$ cat src/rtl/time_pkg.sv
// rtl/time_pkg.sv - shared types, limits and hand-tick helper for the time keeper
package time_pkg;

  localparam logic [5:0] SEC_MAX   = 6'd59;
  localparam logic [5:0] MIN_MAX   = 6'd59;
  localparam logic [4:0] HOUR_MAX  = 5'd23;
  localparam logic [3:0] MONTH_MAX = 4'd12;

  typedef enum logic {
    UNSET = 1'b0,
    RUN   = 1'b1
  } tk_state_t;

  typedef struct packed {
    logic [4:0] hour;
    logic [5:0] minute;
    logic [5:0] second;
    logic [3:0] month;
    logic [4:0] day;
    logic [5:0] year;
  } tk_time_t;

  localparam tk_time_t TK_RESET = '{hour: 5'd0, minute: 6'd0, second: 6'd0,
                                    month: 4'd1, day: 5'd1, year: 6'd0};

  // Hour hand position on the 60-tick dial: (hour%12)*5 + minute/12, max 59.
  function automatic logic [5:0] hand_tick(input logic [4:0] hour, input logic [5:0] minute);
    logic [5:0] h12;
    h12 = (hour >= 5'd12) ? {1'b0, hour - 5'd12} : {1'b0, hour};
    return (h12 * 6'd5) + (minute / 6'd12);
  endfunction

endpackage

$ cat src/rtl/month_days.sv
// rtl/month_days.sv - days in a month for a year counted from 2000
module month_days (
  input  logic [3:0] month,
  input  logic [5:0] year,
  output logic [4:0] days
);

  always_comb begin
    days = 5'd31;
    case (month)
      4'd2:                   days = (year[1:0] == 2'b00) ? 5'd29 : 5'd28;
      4'd4, 4'd6, 4'd9, 4'd11: days = 5'd30;
      default:                days = 5'd31;
    endcase
  end

endmodule

$ cat src/rtl/time_keeper.sv
// rtl/time_keeper.sv - free-running clock/calendar with SPI realignment and frame-synchronous display shadow
module time_keeper
  import time_pkg::*;
#(
  parameter int CLK_HZ = 40_000_000
) (
  input  logic       clk,
  input  logic       reset,
  input  logic       load_valid,
  input  logic [4:0] load_hour,
  input  logic [5:0] load_minute,
  input  logic [5:0] load_second,
  input  logic [3:0] load_month,
  input  logic [4:0] load_day,
  input  logic [5:0] load_year,
  input  logic       frame_start,
  output logic       sec_tick,
  output logic       time_valid,
  output logic       load_err,
  output logic [5:0] disp_second,
  output logic [5:0] disp_minute,
  output logic [5:0] disp_hour,
  output logic [3:0] disp_month,
  output logic [4:0] disp_day,
  output logic [5:0] disp_year
);

  localparam int PW = (CLK_HZ > 1) ? $clog2(CLK_HZ) : 1;
  localparam logic [PW-1:0] PRESC_LAST = PW'(CLK_HZ - 1);

  logic [PW-1:0] presc_q;
  tk_time_t      cur_q;
  tk_time_t      cur_inc;
  tk_time_t      load_t;
  tk_state_t     state_q;
  tk_state_t     state_d;
  logic [4:0]    cur_dim;
  logic [4:0]    load_dim;
  logic          load_ok;
  logic          accept;

  month_days u_days_cur (
    .month (cur_q.month),
    .year  (cur_q.year),
    .days  (cur_dim)
  );

  month_days u_days_load (
    .month (load_month),
    .year  (load_year),
    .days  (load_dim)
  );

  assign sec_tick   = (presc_q == PRESC_LAST);
  assign time_valid = (state_q == RUN);

  assign load_t = '{hour: load_hour, minute: load_minute, second: load_second,
                    month: load_month, day: load_day, year: load_year};

  // Day is checked against the frame's own month/year, not the running calendar.
  assign load_ok = (load_hour <= HOUR_MAX) && (load_minute <= MIN_MAX) &&
                   (load_second <= SEC_MAX) && (load_month != 4'd0) &&
                   (load_month <= MONTH_MAX) && (load_day != 5'd0) &&
                   (load_day <= load_dim);
  assign accept  = load_valid && load_ok;

  always_comb begin
    cur_inc = cur_q;
    if (cur_q.second != SEC_MAX) begin
      cur_inc.second = cur_q.second + 6'd1;
    end else begin
      cur_inc.second = 6'd0;
      if (cur_q.minute != MIN_MAX) begin
        cur_inc.minute = cur_q.minute + 6'd1;
      end else begin
        cur_inc.minute = 6'd0;
        if (cur_q.hour != HOUR_MAX) begin
          cur_inc.hour = cur_q.hour + 5'd1;
        end else begin
          cur_inc.hour = 5'd0;
          if (cur_q.day < cur_dim) begin
            cur_inc.day = cur_q.day + 5'd1;
          end else begin
            cur_inc.day = 5'd1;
            if (cur_q.month < MONTH_MAX) begin
              cur_inc.month = cur_q.month + 4'd1;
            end else begin
              cur_inc.month = 4'd1;
              cur_inc.year  = cur_q.year + 6'd1;
            end
          end
        end
      end
    end
  end

  always_comb begin
    state_d = state_q;
    if (accept) state_d = RUN;
  end

  always_ff @(posedge clk or posedge reset) begin
    if (reset) begin
      state_q  <= UNSET;
      presc_q  <= '0;
      cur_q    <= TK_RESET;
      load_err <= 1'b0;
    end else begin
      state_q <= state_d;
      if (accept) begin
        cur_q    <= load_t;
        presc_q  <= '0;
        load_err <= 1'b0;
      end else begin
        presc_q <= sec_tick ? '0 : presc_q + PW'(1);
        if (sec_tick)   cur_q    <= cur_inc;
        if (load_valid) load_err <= 1'b1;
      end
    end
  end

  // Shadow samples the pre-update value so same-cycle loads/ticks appear next frame.
  always_ff @(posedge clk or posedge reset) begin
    if (reset) begin
      disp_second <= TK_RESET.second;
      disp_minute <= TK_RESET.minute;
      disp_hour   <= 6'd0;
      disp_month  <= TK_RESET.month;
      disp_day    <= TK_RESET.day;
      disp_year   <= TK_RESET.year;
    end else if (frame_start) begin
      disp_second <= cur_q.second;
      disp_minute <= cur_q.minute;
      disp_hour   <= hand_tick(cur_q.hour, cur_q.minute);
      disp_month  <= cur_q.month;
      disp_day    <= cur_q.day;
      disp_year   <= cur_q.year;
    end
  end

endmodule

$ cat config.mk
export PLATFORM = sky130hd
export DESIGN_NAME = time_keeper
export DESIGN_NICKNAME = d
export VERILOG_FILES = /design/src/rtl/time_pkg.sv /design/src/rtl/month_days.sv /design/src/rtl/time_keeper.sv
export SDC_FILE = /design/constraint.sdc
export NUM_CORES = 1
export LEC_CHECK = 0
export BUFFER_PORTS_ARGS = -buffer_cell sky130_fd_sc_hd__buf_2
export CAP_MARGIN = 25
export CELL_PAD_IN_SITES_DETAIL_PLACEMENT = 0
export CELL_PAD_IN_SITES_GLOBAL_PLACEMENT = 1
export CORE_UTILIZATION = 47
export CTS_BUF_LIST = sky130_fd_sc_hd__clkbuf_8
export DETAILED_ROUTE_END_ITERATION = 6
export PLACE_DENSITY = 0.86
export SYNTH_ARGS = -nofsm -noshare
export SYNTH_HDL_FRONTEND = slang
export SYNTH_SLANG_ARGS = --single-unit
$ cat constraint.sdc
create_clock -name clk -period 3.9 [get_ports clk]
set_input_delay 0.78 -clock clk [delete_from_list [all_inputs] [get_ports clk]]
set_output_delay 0.78 -clock clk [all_outputs]
set_load 0.1 [all_outputs]
Yosys cells after proc, flatten, opt, wreduce, memory -nomap -nowiden. Cells that the tools add are included.

Register bits after elaboration: 93. Bits in latches: 0. RAM bits: 0. Bits in read-only memories: 0. Output and inout bits: 36. Memories: 0.

Add/subtract/negate cells: 9. Multiply operators: 1. Divide/modulo/power cells: 1. Magnitude comparators: 8. Equal/unequal tests: 19. Shift operators: 0. Mux-type cells: 24. Bitwise gates (word level): 0. Reduce and logical (&&, ||, !) cells: 20.

Operators by type and width (number): two-way mux 32 bit (2); two-way mux 26 bit (2); two-way mux 15 bit (3); adder 26 x 1 -> 26 bit, second input constant (1); equality test 26 bit, second input constant (1); two-way mux 6 bit (4); two-way mux 5 bit (4); case mux 5 bit (2 select lines) (2); adder 6 x 1 -> 6 bit, second input constant (3); equality test 4 x 3 -> 1 bit, second input constant (4); equality test 4 bit, second input constant (4); less-or-equal comparator 6 bit, second input constant (2); inequality test 6 bit, second input constant (2); two-way mux 11 bit (1); adder 5 x 1 -> 5 bit, second input constant (2); inequality test 2 bit, second input constant (5); equality test 4 x 2 -> 1 bit, second input constant (2); two-way mux 4 bit (2); OR reduction 4 bit (2); logical AND 1 bit (7); adder 6 bit (1); divider 6 x 4 -> 6 bit, second input constant (1); multiplier 5 x 3 -> 6 bit, second input constant (1); AND reduction 6 bit (1); other kinds (18) (23).

Logic depth before layout (Yosys ltp).
Depth in word-level cells: 10. Mapped depth: 13. Depth with buffers taken out: 13.

Cells and area by module. From an unflattened synthesis, not the netlist that was laid out.

Cell total of the unflattened synthesis: 548. Area, all modules: 5388.9 um2.

By module, submodules not included: time_keeper (instances 1, cells each 528, area an instance 5243.8 um2, seq. area each 2332.2 um2); month_days (instances 2, cells each 10, area an instance 72.6 um2, seq. area each 0.0 um2).

Worst setup path before layout. OpenSTA, ideal clock, no wires.

Kind: register -> register. Start: register cur_q[29] (netlist bit). End: register disp_hour[5]. Arrival time: 2.926 ns. Setup slack: 0.849 ns. Cell stages (with the launch flop): 13. Path buffers: 0. Period minus slack after synthesis: 3.051 ns. Cell sequence: dfrtp_1 ha_1 a21oi_1 nand3_1 o21ai_0 ha_1 ha_1 fa_1 a21o_1 a21oi_1 xnor2_1 xnor2_1 mux2_2.

Longest elaborated chain between the ends: 4.

RTL lines: start: declaration (RTL line time_keeper.sv:32) `tk_time_t cur_q;`; start signal: assignment (RTL line time_keeper.sv:111) `cur_q <= load_t;`; start signal: assignment (RTL line time_keeper.sv:116) `if (sec_tick) cur_q <= cur_inc;`; subtractor 5 x 4 -> 5 bit / greater-or-equal comparator 5 x 4 -> 1 bit (equally long branches) (RTL line time_pkg.sv:29) `h12 = (hour >= 5'd12) ? {1'b0, hour - 5'd12} : {1'b0, hour};`; two-way mux 5 bit (*) (RTL line time_pkg.sv:29); multiplier 5 x 3 -> 6 bit (*) (RTL line time_pkg.sv:30) `return (h12 * 6'd5) + (minute / 6'd12);`; adder 6 bit (*) (RTL line time_pkg.sv:30); end signal: assignment (RTL line time_keeper.sv:134) `disp_hour <= hand_tick(cur_q.hour, cur_q.minute);`; end: declaration (RTL line time_keeper.sv:22) `output logic [5:0] disp_hour,`.

Mark *: on every way between the ends. The rest lies on a longest branch, timed or not. A chain may end at the register's enable or synchronous reset.

Worst setup path after layout. Ends and elaborated chain as after synthesis.

==> reports/qor.csv <==
metric;value;unit
yosysTopAreaCell;dfrtp_1;
cts.sinks;93;
finalHoldViolCount;0;
rows;38;
slew_viol_final;0;
rsz0062_at_grt;no;
wl_per_cell;15.3;um
finalSetupViolations;0;
synth_cell_types;58;
synth_top_area_share;42.5;%
drv_cap;0;
ff_latch_area;2330;um^2
port_buffers;71;
finClkSkew;0.00769;ns
violations;design-rule violations;
initialDrtViolationCount;148;
hpwl;8090;um
utilization;54.4;%
cts_setup_buffers;0;
critPathLaunchType;flip-flop;
vias;4047;
max_stage_delay;0.47;ns
slew_headroom;45.2;%
peakVddDrop;0.000565;V
synth.yosys.seq_area_share;44.5;%
syn_avg_cell_area;10.2;um^2
worst_slew_pin_slew;0.822;ns
grt_pass1_vias;3816;
clk_pin_slew;0.09;ns
arrival;3.54;ns
ys_ff_latch;93;
fin_crit;3.28;ns
crit_path_max_fanout;9;
synth_compound_area_share;9.46;%
setup_tns;0;ns
fp.dieW;108;um
hold_end;time_valid;
drtAntennaViolNets;0;
gp_congestion;0.801;
viasPerCell;5.56;
hp-start;time_valid;
synth.net_count;583;
initial_core_util;48.3;%
finalCritPeriodShare;84.1;%
die_h;108;um
gr-total-overflow;0;
drive_gt1_share;24.7;%
rr_endpoint;disp_hour[5];
final_common_cell;dfrtp_1;
reg2reg_slack;0.62;ns
multi_input_area;2710;um^2
syn_inst;516;
path_cells;ha_1, a21oi_1, nand2b_1, a22oi_1, ha_1, ha_1, ha_1, a21o_1, a21oi_1, xnor2_1, xnor2_1, mux2_2;
htree_levels;3;
async_flop_share;100;%
drtPass1Iterations;6;
fmax;0.305;GHz
cts_resized;0;
synth_edf_count;0;
postRouteWirelength;11100;um
critical_path_class;flip-flop to flip-flop;
clk_latency;0.36;ns
antenna_found_initial;0;
final_nets;650;
synth_xor_area_share;5.35;%
ctsHoldBuffers;0;
drc_errors;1;
leakage;2.66;nW
grt_pass1_wl;18600;um
track_usage;20.8;%
synth_simple_gate_area_share;20.5;%
outcome;finished, violations left;
whs_path_depth;1;
synth_top_family_by_area;simple AND/OR/NAND/NOR gates;
synthMuxAreaShare;8.46;%
grt_max_degree;53;
area_growth;12.7;%
r2r.worst_path.cells;12;
ios;72;
r2r-start;cur_q[29];
cts_buffer_depth;2;
cts_tree;built;
antennaDiodeCount;0;
cp_slowest_cell;dfrtp_1;
num-fill-cells;995;
synth_fa_ha_area_share;7.74;%
cpMostUsedCell;ha_1;
cts_made_buffers;9;
synthesis.area;5240;um^2
cts_root_buf;clkbuf_8;
powerDensity;600;nW/um^2
critPathCaptureType;flip-flop;
ys_warn_count;0;
synth_area_leaders;dfrtp_1 (43%), mux2_2 (7.3%), ha_1 (7.2%);
die_area;11600;um^2
hp-class;flip-flop to flip-flop;
final_cell_mix;dfrtp_1 (89), buf_2 (71), nor2_1 (58);
required;4.16;ns
core_area;10800;um^2
synth_ff_type;dfrtp_1;
[cell usage after synthesis, drive strengths merged (3+ instances only)]
library cell and n:
mux2 34, nand4 14, o211ai 4, a211oi 3, a31oi 14, o21a 7
o311ai 7, nor2 58, ha 30, buf 5, nor4b 3, dfrtp 89
o21ai 27, clkbuf 16, or4 6, and4b 3, xor2 16, mux2i 6
nand2b 3, dfstp 4, and3 14, a21oi 6, inv 21, xnor2 16
nor2b 4, and2 5, nand2 39, nand3 29, nor3 5, or3 6
and4 3
[worst max-delay path: cells and delay by family (launching register included)]
family                   cells  cell delay, ns
AO/OA/AOI/OAI                4            0.87
XOR/XNOR                     2            0.23
adder cells (fa/ha/maj)      4            1.25
flip-flops                   1            0.47
multiplexers                 1            0.26
AND/OR/NAND/NOR              1            0.09
[layer usage]
layer,vias to the layer above,GRT usage (%),share of wire [%]
li1,1973,-,-
met4,0,7.63,1.2
met3,9,3.21,4.8
met2,87,33.2,49
met1,1978,28.5,45
met5,-,0,0
[stage by stage]
stage | cell area, um^2 | setup WS [ns] | power, W | std cells | hold slack [ns]
after floorplan | 5240 | 0.706 | 0.00261 | 516 | 0.469
after global placement | 5710 | 0.703 | 0.00288 | 712 | 0.470
after detailed placement | 5710 | 0.628 | 0.00291 | 712 | 0.468
after CTS | 5900 | 0.617 | 0.00357 | 728 | 0.493
after global routing | 5900 | 0.409 | 0.00374 | 728 | 0.501
final | 5900 | 0.621 | 0.00354 | 728 | 0.484
[power by group]
group          switching [W]  leakage [nW]  internal [W]
registers           0.000175          1.11       0.00116
clock network       0.000339         0.105      0.000307
logic                0.00114          1.44      0.000418
[flip-flops by register name (all words and copies together), names as in the netlist]
name	cells
disp_day	5
disp_month	4
presc_q	26
time_valid	1
disp_year	6
disp_minute	6
disp_second	6
load_err	1
cur_q	32
disp_hour	6
[worst max path at each step]
stage / from / to / cells after the start
after global routing: cur_q[29] / disp_hour[5] / 12
after floorplan: reset / cur_q[0] / 1
after detailed placement: cur_q[29] / disp_hour[5] / 12
after CTS: cur_q[29] / disp_hour[5] / 12
after global placement: cur_q[29] / disp_hour[5] / 12
final: cur_q[29] / disp_hour[5] / 12
[kinds of logic (layout without fill, tap and decap cells)]
kind of cell | Yosys count | count (layout)
flip-flops | 93 | 93
XOR/XNOR | 32 | 32
multiplexers | 40 | 40
AND/OR/NAND/NOR | 200 | 200
adder cells (fa/ha/maj) | 32 | 32
AO/OA/AOI/OAI | 77 | 77
buffers and inverters | 42 | 114
[area by class of cell]
class                      instances  area share [%]
multi-input combinational        381            45.9
clock inverter                     6           0.933
tap                              140            2.97
inverter                          21            1.36
clock buffer                      10            2.33
timing repair buffer              77            7.00
sequential                        93            39.5
Power figures use the tool's default switching activity.
